--- src/rtl/isram_arb.sv ---
// Instruction-SRAM arbiter: one SRAM port shared between a fetch read port and an
// external read/write port, with anti-starvation for ext and a bounded bus lock.
module isram_arb #(
    parameter int STARVE_MAX = 4,
    parameter int LOCK_MAX   = 8
) (
    input  logic        clk,
    input  logic        cpurst,
    input  logic        fet_cs,
    input  logic [31:3] fet_adr,
    output logic        fet_stall_arb,
    output logic [63:0] fet_rdata,
    input  logic        ext_req,
    input  logic        ext_we,
    input  logic        ext_lock,
    input  logic [31:3] ext_adr,
    input  logic [63:0] ext_wdata,
    input  logic [7:0]  ext_wmask,
    output logic        ext_gnt,
    output logic        ext_rvalid,
    output logic [63:0] ext_rdata,
    output logic        sram_cs,
    output logic        sram_we,
    output logic [31:3] sram_adr,
    output logic [63:0] sram_wdata,
    output logic [7:0]  sram_wmask,
    input  logic [63:0] sram_rdata
);

    localparam int SW = $clog2(STARVE_MAX + 1);
    localparam int LW = $clog2(LOCK_MAX + 1);
    localparam logic [SW-1:0] STARVE_LIM = SW'(STARVE_MAX);
    localparam logic [LW-1:0] LOCK_LAST  = LW'(LOCK_MAX - 1);

    typedef enum logic {
        ST_FET,
        ST_EXT
    } state_t;

    typedef enum logic [1:0] {
        OWN_NONE,
        OWN_FET,
        OWN_EXT
    } owner_t;

    state_t        r_state;
    state_t        w_state_nxt;
    logic [SW-1:0] r_starve_cnt;
    logic [SW-1:0] w_starve_nxt;
    logic [LW-1:0] r_lock_cnt;
    logic [LW-1:0] w_lock_nxt;
    owner_t        r_rd_owner;
    owner_t        w_rd_owner_nxt;
    logic [63:0]   r_fet_hold;
    logic          w_fet_win;
    logic          w_ext_win;

    // NOTE: every signal written here gets a default first, so no path can leave
    // one unassigned and infer a latch.
    always_comb begin
        w_fet_win = 1'b0;
        w_ext_win = 1'b0;
        case (r_state)
            ST_FET: begin
                if (fet_cs && (r_starve_cnt < STARVE_LIM)) begin
                    w_fet_win = 1'b1;
                end else if (ext_req) begin
                    w_ext_win = 1'b1;
                end
            end
            ST_EXT: begin
                if (ext_req) begin
                    w_ext_win = 1'b1;
                end else if (fet_cs) begin
                    w_fet_win = 1'b1;
                end
            end
        endcase
    end

    // lock_cnt counts ext grants in the current lock window, the entry grant
    // included; the grant that brings it to LOCK_MAX is the last one held.
    always_comb begin
        w_state_nxt = r_state;
        w_lock_nxt  = r_lock_cnt;
        case (r_state)
            ST_FET: begin
                if (w_ext_win && ext_lock && (LOCK_MAX > 1)) begin
                    w_state_nxt = ST_EXT;
                    w_lock_nxt  = LW'(1);
                end
            end
            ST_EXT: begin
                if (w_ext_win) begin
                    w_lock_nxt = r_lock_cnt + 1'b1;
                end
                if (!ext_lock || !ext_req || (w_ext_win && (r_lock_cnt == LOCK_LAST))) begin
                    w_state_nxt = ST_FET;
                    w_lock_nxt  = '0;
                end
            end
        endcase
    end

    always_comb begin
        w_starve_nxt = r_starve_cnt;
        if (!ext_req || w_ext_win) begin
            w_starve_nxt = '0;
        end else if (r_starve_cnt != STARVE_LIM) begin
            w_starve_nxt = r_starve_cnt + 1'b1;
        end
    end

    always_comb begin
        w_rd_owner_nxt = OWN_NONE;
        if (w_fet_win) begin
            w_rd_owner_nxt = OWN_FET;
        end else if (w_ext_win && !ext_we) begin
            w_rd_owner_nxt = OWN_EXT;
        end
    end

    // NOTE: state registers use non-blocking assignments so every flop samples
    // the pre-edge values regardless of block ordering.
    always_ff @(posedge clk or negedge cpurst) begin
        if (!cpurst) begin
            r_state      <= ST_FET;
            r_starve_cnt <= '0;
            r_lock_cnt   <= '0;
            r_rd_owner   <= OWN_NONE;
            r_fet_hold   <= '0;
        end else begin
            r_state      <= w_state_nxt;
            r_starve_cnt <= w_starve_nxt;
            r_lock_cnt   <= w_lock_nxt;
            r_rd_owner   <= w_rd_owner_nxt;
            if (r_rd_owner == OWN_FET) begin
                r_fet_hold <= sram_rdata;
            end
        end
    end

    assign sram_cs       = w_fet_win | w_ext_win;
    assign sram_we       = w_ext_win & ext_we;
    assign sram_adr      = w_ext_win ? ext_adr : fet_adr;
    assign sram_wdata    = w_ext_win ? ext_wdata : '0;
    assign sram_wmask    = w_ext_win ? ext_wmask : '0;
    assign fet_stall_arb = fet_cs & ~w_fet_win;
    assign ext_gnt       = w_ext_win;

    assign ext_rvalid = (r_rd_owner == OWN_EXT);
    assign ext_rdata  = ext_rvalid ? sram_rdata : '0;
    assign fet_rdata  = (r_rd_owner == OWN_FET) ? sram_rdata : r_fet_hold;

endmodule

--- config.mk ---
export PLATFORM = sky130hd
export DESIGN_NAME = isram_arb
export DESIGN_NICKNAME = d
export VERILOG_FILES = /design/src/rtl/isram_arb.sv
export SDC_FILE = /design/constraint.sdc
export NUM_CORES = 1
export LEC_CHECK = 0
export CORE_AREA = 3 3 166 168
export CTS_CLUSTER_DIAMETER = 40
export DETAILED_ROUTE_END_ITERATION = 16
export DIE_AREA = 0 0 169 171
export PLACE_DENSITY = 0.48
export SLEW_MARGIN = 10
export SYNTH_ARGS = -nofsm -noshare
export SYNTH_HDL_FRONTEND = slang
export SYNTH_SLANG_ARGS = --single-unit
export TNS_END_PERCENT = 10
--- constraint.sdc ---
create_clock -name clk -period 1.9 [get_ports clk]
set_clock_uncertainty 0.2 [all_clocks]
set_input_delay 0.38 -clock clk [delete_from_list [all_inputs] [get_ports clk]]
set_output_delay 0.38 -clock clk [all_outputs]
set_load 0.01 [all_outputs]
**Yosys cells after proc, flatten, opt, wreduce, memory -nomap -nowiden**

Index checks and enable logic that the tools add are counted.

- Logic and storage cells: 54
- Output and inout port bits: 234
- Input bits: 200
- Register bits after elaboration: 74

- Reductions and logical operators: 12
- Add/sub/neg operators: 2
- Bitwise gates (word level): 5
- $lt $le $gt $ge: 1
- Multiplexer cells: 23
- Equality and inequality tests: 6

Operator list:

| kind | count |
|---|---|
| $mux 64 | 3 |
| $mux 29 | 1 |
| $mux 4 | 3 |
| $mux 8 | 1 |
| $pmux 4 s2 | 1 |
| $mux 1 | 7 |
| $mux 3 | 2 |
| $pmux 1 s2 | 3 |
| $add 4x1->4 const B | 1 |
| $eq 4x3->1 const B | 1 |
| $logic_and 1x1->1 | 4 |
| $mux 2 | 2 |
| $add 3x1->3 const B | 1 |
| $logic_not 1->1 | 3 |
| $logic_or 1x1->1 | 3 |
| $lt 3x3->1 const B | 1 |
| $ne 3x1->1 const B | 1 |
| $ne 3x3->1 const B | 1 |
| $and 1x1->1 | 2 |
| $eq 2x1->1 const B | 1 |
| $eq 2x2->1 const B | 1 |
| $ne 2x2->1 const B | 1 |
| $not 1->1 | 2 |
| $reduce_and 2->1 | 1 |
| other kinds (2) | 2 |

**Logic depth before layout (Yosys ltp)**

- Word-level depth: 8
- Gate-level depth with buffers: 5
- Gate-level depth less buffers: 5

**Worst setup path before layout**

OpenSTA, ideal clock, no wires.

- Kind: flip-flop to output port
- Start: register r_starve_cnt[2]
- End: output port sram_adr[10] in the netlist's numbering
- Path buffers: 1
- Required time: 1.320 ns
- Data arrival time: 1.225 ns
- Cell stages (with the launch flop): 5
- Setup slack: 0.095 ns
- Path through: dfrtp_1 > nand2b_1 > o21a_4 > buf_6 > mux2_4

- Word-level cells in the longest chain between the ends: 5

RTL lines:

| item | line | text |
|---|---|---|
| from (decl) | 48 | `logic [SW-1:0] r_starve_cnt;` |
| from (signal assigned) | 134 | `r_starve_cnt <= w_starve_nxt;` |
| $lt 3x3->1 | 65 | `if (fet_cs && (r_starve_cnt < STARVE_LIM)) begin` |
| $logic_and 1x1->1 | 65 |  |
| $mux 1 | 65 |  |
| $pmux 1 s2 | 63 | `case (r_state)` |
| $mux 29 | 145 | `assign sram_adr = w_ext_win ? ext_adr : fet_adr;` |
| to (decl) | 24 | `output logic [31:3] sram_adr,` |

Every way passes these cells.

**Final worst setup path**

- Start: register r_starve_cnt[2]
- End: output port sram_adr[8] in the netlist's numbering

The elaborated chain is that of the path after synthesis.

==> metrics list <==
- Of all nets on the critical path, the largest fanout is 7.
* PortBufs: 433
- Setup repair after global routing could not meet its margin everywhere.
* Total routing usage reported by global routing: 14.8%
* Detailed Place HPWL: 19300 um
- The initial antenna violation count was 2.
- At the pin with the least slew margin, the transition time is 0.343 ns.
* Leading cell types by count after synthesis: 138 x sky130_fd_sc_hd__and2_1, 74 x sky130_fd_sc_hd__dfrtp_1, 64 x sky130_fd_sc_hd__mux2_2
* CP required: 1.32 ns
- Routed len/inst: 19.9 um
* Seq cells post-synth: 74
- The worst setup path is launched from a register.
- Final routed DRC violation total: 0
- The total area inside the core boundary comes to 0.0261 mm^2.
- At the end of the flow, the number of nets in the layout was 1050.
* Height of the die: 171 um
- Critical path capture point type: output pin
- Of all cell types, the one taking the most synthesized area is sky130_fd_sc_hd__dfrtp_1.
* Area of placed instances: 0.00918 mm^2
- Final std cell area, no fill: 0.00981 mm^2
- Final setup violating endpoints: 234
- Max-capacitance violation count: 0
- The analysis attributes to cell leakage a power of 4.66 nW.
- Cells after DPL: 1138
* Die Width: 169 um
* GRT Residual Overflow: 0
- For this run, the register share of the synthesized area comes to 43.0%.
- The flow ran to the end, but the final reports show violations.
* First-pass GRT wire length: 31400 um
* Initial core utilization: 16.5%
- Wirelength, routed: 23600 um
- Non-filler cells, final: 1188
- In this run the cell area of the synthesized design comes to 0.00431 mm^2.
- Total Power: 6.18 mW
- Deepest clock path buffer count: 2
- Final Slew Violations: 0
- Final ANT Viol Nets: 0
- The clock reaches the later pin of the worst-skew pair after 0.33 ns.
- In this design, the stage delay of the slowest critical-path cell is 0.39 ns.
* Number of gates on the worst path with buffers counted: 7
- For this run, the top clock speed supported by timing is 0.396 GHz.
- Last weighted congestion value of the routability-driven placer: 0.803
- Cell seen most often among critical-path stages: sky130_fd_sc_hd__buf_6
- Failing checks: setup timing
- Pin count of the biggest net entering global routing: 44
* Kind of cell adding the most delay to the critical path: buffers and inverters
- Cells fill 37.6% of the core in the end.
* Iteration count of the initial detailed-routing pass: 4
- Worst Path Class, Setup: register to output pin
- Synthesis produced a netlist with a net count of 574.
- In the routed layout, each cell is associated on average with a via count of 3.81.
- After clock tree synthesis, the clock-pin slew on the worst setup and hold paths is 0.06 ns.
- The floorplan step defined a die boundary enclosing 0.0289 mm^2.
- TritonCTS built the clock tree.
* Worst-case setup margin in the final layout: -0.622 ns
* Ratio of cells with drive above 1 in the final layout: 50.9%
- Counting cells, the worst reg-to-reg path comes to 6.
- Final hold violations: 0
* Violation count after the first detailed-route iteration: 141
* Cts bufs inserted: 9
- In this run, distinct cell masters in the synthesized netlist total 23.
* Crit path cell chain: nand2b_4, o21a_4, buf_6, buf_16, buf_6, mux2_4, buf_6
* Standard-cell row count: 59
- Areal power density over the cells: 630 mW/mm^2
* Total via count after detailed routing: 4526
- At the worst endpoint, the arrival time is 1.94 ns.
* Maximum ir drop on the vdd rail: 0.375 mV
- Number of global-route vias before repair: 4548
- Number of buffer and inverter instances along the worst setup path: 4
- By instance count, the leading cell after synthesis is sky130_fd_sc_hd__and2_1.
- Class of the tightest hold or removal check: input pin to asynchronous set/reset pin
- Synth top area share: 43.0%
* Post-Syn Area per Cell: 11.6 um^2
* Number of ports placed on the die boundary: 434
- Critical-path cell with the highest stage delay: sky130_fd_sc_hd__dfrtp_1
- Area Overhead vs Synth: 128%
* Most area-consuming cells after synthesis: sky130_fd_sc_hd__dfrtp_1 43%, sky130_fd_sc_hd__and2_1 20%, sky130_fd_sc_hd__mux2_2 17%
- Subtracting the final worst setup slack from the clock period gives 2.52 ns.
- Share of synthesized registers carrying an async set or reset: 100%
- Counting flops with a built-in enable in the synthesized netlist gives 0.
- The tree is rooted in a sky130_fd_sc_hd__clkbuf_16.
* Mapped Cells: 371
- Fillers: 2669
- During synthesis, Yosys emitted a total of 0 warnings.
- The most used flip-flop cell after synthesis is sky130_fd_sc_hd__dfrtp_1.
- Counting every sink on the clock net gives 74.
* Portion of the clock cycle consumed by the worst path in the final layout: 133%
* H-tree levels: 3
- Headroom to the max-slew limit came out at 77.1%.
==> logic make-up (layout without fill, tap and decap cells) <==
group	count (synthesis)	after routing	share of synthesized area, %
other	0	2	0
adders and majority gates	3	3	0.871
AOI/OAI and AO/OA	10	11	1.57
buffers and inverters	31	510	4.99
muxes	93	93	26.8
and+or+nand+nor	160	160	22.8
DFF	74	74	43.0
==> routing by layer <==
layer / share of wire [%] / vias up / GRT usage, %
met5: 0 / - / 0
met4: 1.9 / 0 / 5.08
met3: 10 / 19 / 6.38
met2: 54 / 234 / 28.3
met1: 33 / 2099 / 14.2
li1: - / 2174 / -
==> power breakdown <==
group          total [mW]  internal [mW]  switching [mW]
sequential           1.87           1.80          0.0648
combinational        2.36           1.44           0.923
clock                1.95           1.31           0.643
total                6.18           4.55            1.63
==> state kept, by name, summed over array words and instances (netlist names) <==
signal and flops:
r_fet_hold 64, r_lock_cnt 4, r_rd_owner 2, r_starve_cnt 3, r_state 1
==> metrics by stage <==
step	setup slack [ns]	setup TNS (ns)	hold WS, ns
final	-0.622	-83.99	0.215
after floorplan	0.0948	0	-0.116
after global routing	-0.684	-99.45	0.207
after detailed placement	-0.888	-125.58	0.00706
after global placement	-0.874	-124.91	0.00654
after CTS	-0.772	-97.68	0.198
==> final timing paths <==
| path | startpoint | to | slack (ns) |
|---|---|---|---|
| setup / recovery | r_starve_cnt[2]$_DFFE_PN0P_ | sram_adr[8] | -0.62 |
| hold / removal | cpurst | r_fet_hold[31]$_DFF_PN0_ | 0.21 |
| hold reg to reg | r_starve_cnt[0]$_DFFE_PN0P_ | r_starve_cnt[0]$_DFFE_PN0P_ | 0.26 |
| max in group asynchronous | cpurst | r_lock_cnt[1]$_DFFE_PN0P_ | 0.73 |
| min in group clk | r_starve_cnt[0]$_DFFE_PN0P_ | r_starve_cnt[0]$_DFFE_PN0P_ | 0.26 |
| setup reg to reg | r_starve_cnt[2]$_DFFE_PN0P_ | r_rd_owner[1]$_DFF_PN0_ | 0.25 |
==> placed cells by master (no fill, tap or decap), types with 2 or more instances in the layout <==
cell	n
sky130_fd_sc_hd__nor2_1	4
sky130_fd_sc_hd__bufinv_16	3
sky130_fd_sc_hd__clkdlybuf4s50_1	196
sky130_fd_sc_hd__nor2b_1	2
sky130_fd_sc_hd__clkbuf_16	12
sky130_fd_sc_hd__buf_12	13
sky130_fd_sc_hd__buf_6	96
sky130_fd_sc_hd__nand2_1	4
sky130_fd_sc_hd__nor2b_4	2
sky130_fd_sc_hd__dlygate4sd2_1	7
sky130_fd_sc_hd__a31oi_1	2
sky130_fd_sc_hd__o21ai_0	4
sky130_fd_sc_hd__dfrtp_1	74
sky130_fd_sc_hd__buf_16	8
sky130_fd_sc_hd__mux2_4	65
sky130_fd_sc_hd__and2_4	34
sky130_fd_sc_hd__diode_2	2
sky130_fd_sc_hd__ha_1	3
sky130_fd_sc_hd__inv_1	6
sky130_fd_sc_hd__and2_1	104
sky130_fd_sc_hd__o21a_4	2
sky130_fd_sc_hd__clkdlybuf4s15_2	19
sky130_fd_sc_hd__mux2_2	28
sky130_fd_sc_hd__nand3_1	5
sky130_fd_sc_hd__buf_2	108
sky130_fd_sc_hd__buf_4	18
sky130_fd_sc_hd__clkbuf_2	19
==> cell type report <==
type	count	area [um^2]	share of cell area [%]
Antenna cell	2	5.00	0.0510
Clock buffer	10	239	2.44
Clock inverter	5	103	1.05
Inverter	6	22.5	0.230
Multi-Input combinational cell	267	2500	25.5
Sequential cell	74	1850	18.9
Tap cell	335	419	4.27
Timing Repair Buffer	489	4670	47.6
==> what timing repair did <==
action | CTS | global route
pin swaps | 28 | 8
endpoints found under the setup margin | 234 | 234
hold endpoints to repair | 74 | 0
hold buffers | 1 | 0
gates cloned | 9 | 3
resized for setup | 828 | 218
setup buffers | 12 | 9
Note: power is estimated with default switching activity, not from simulation.
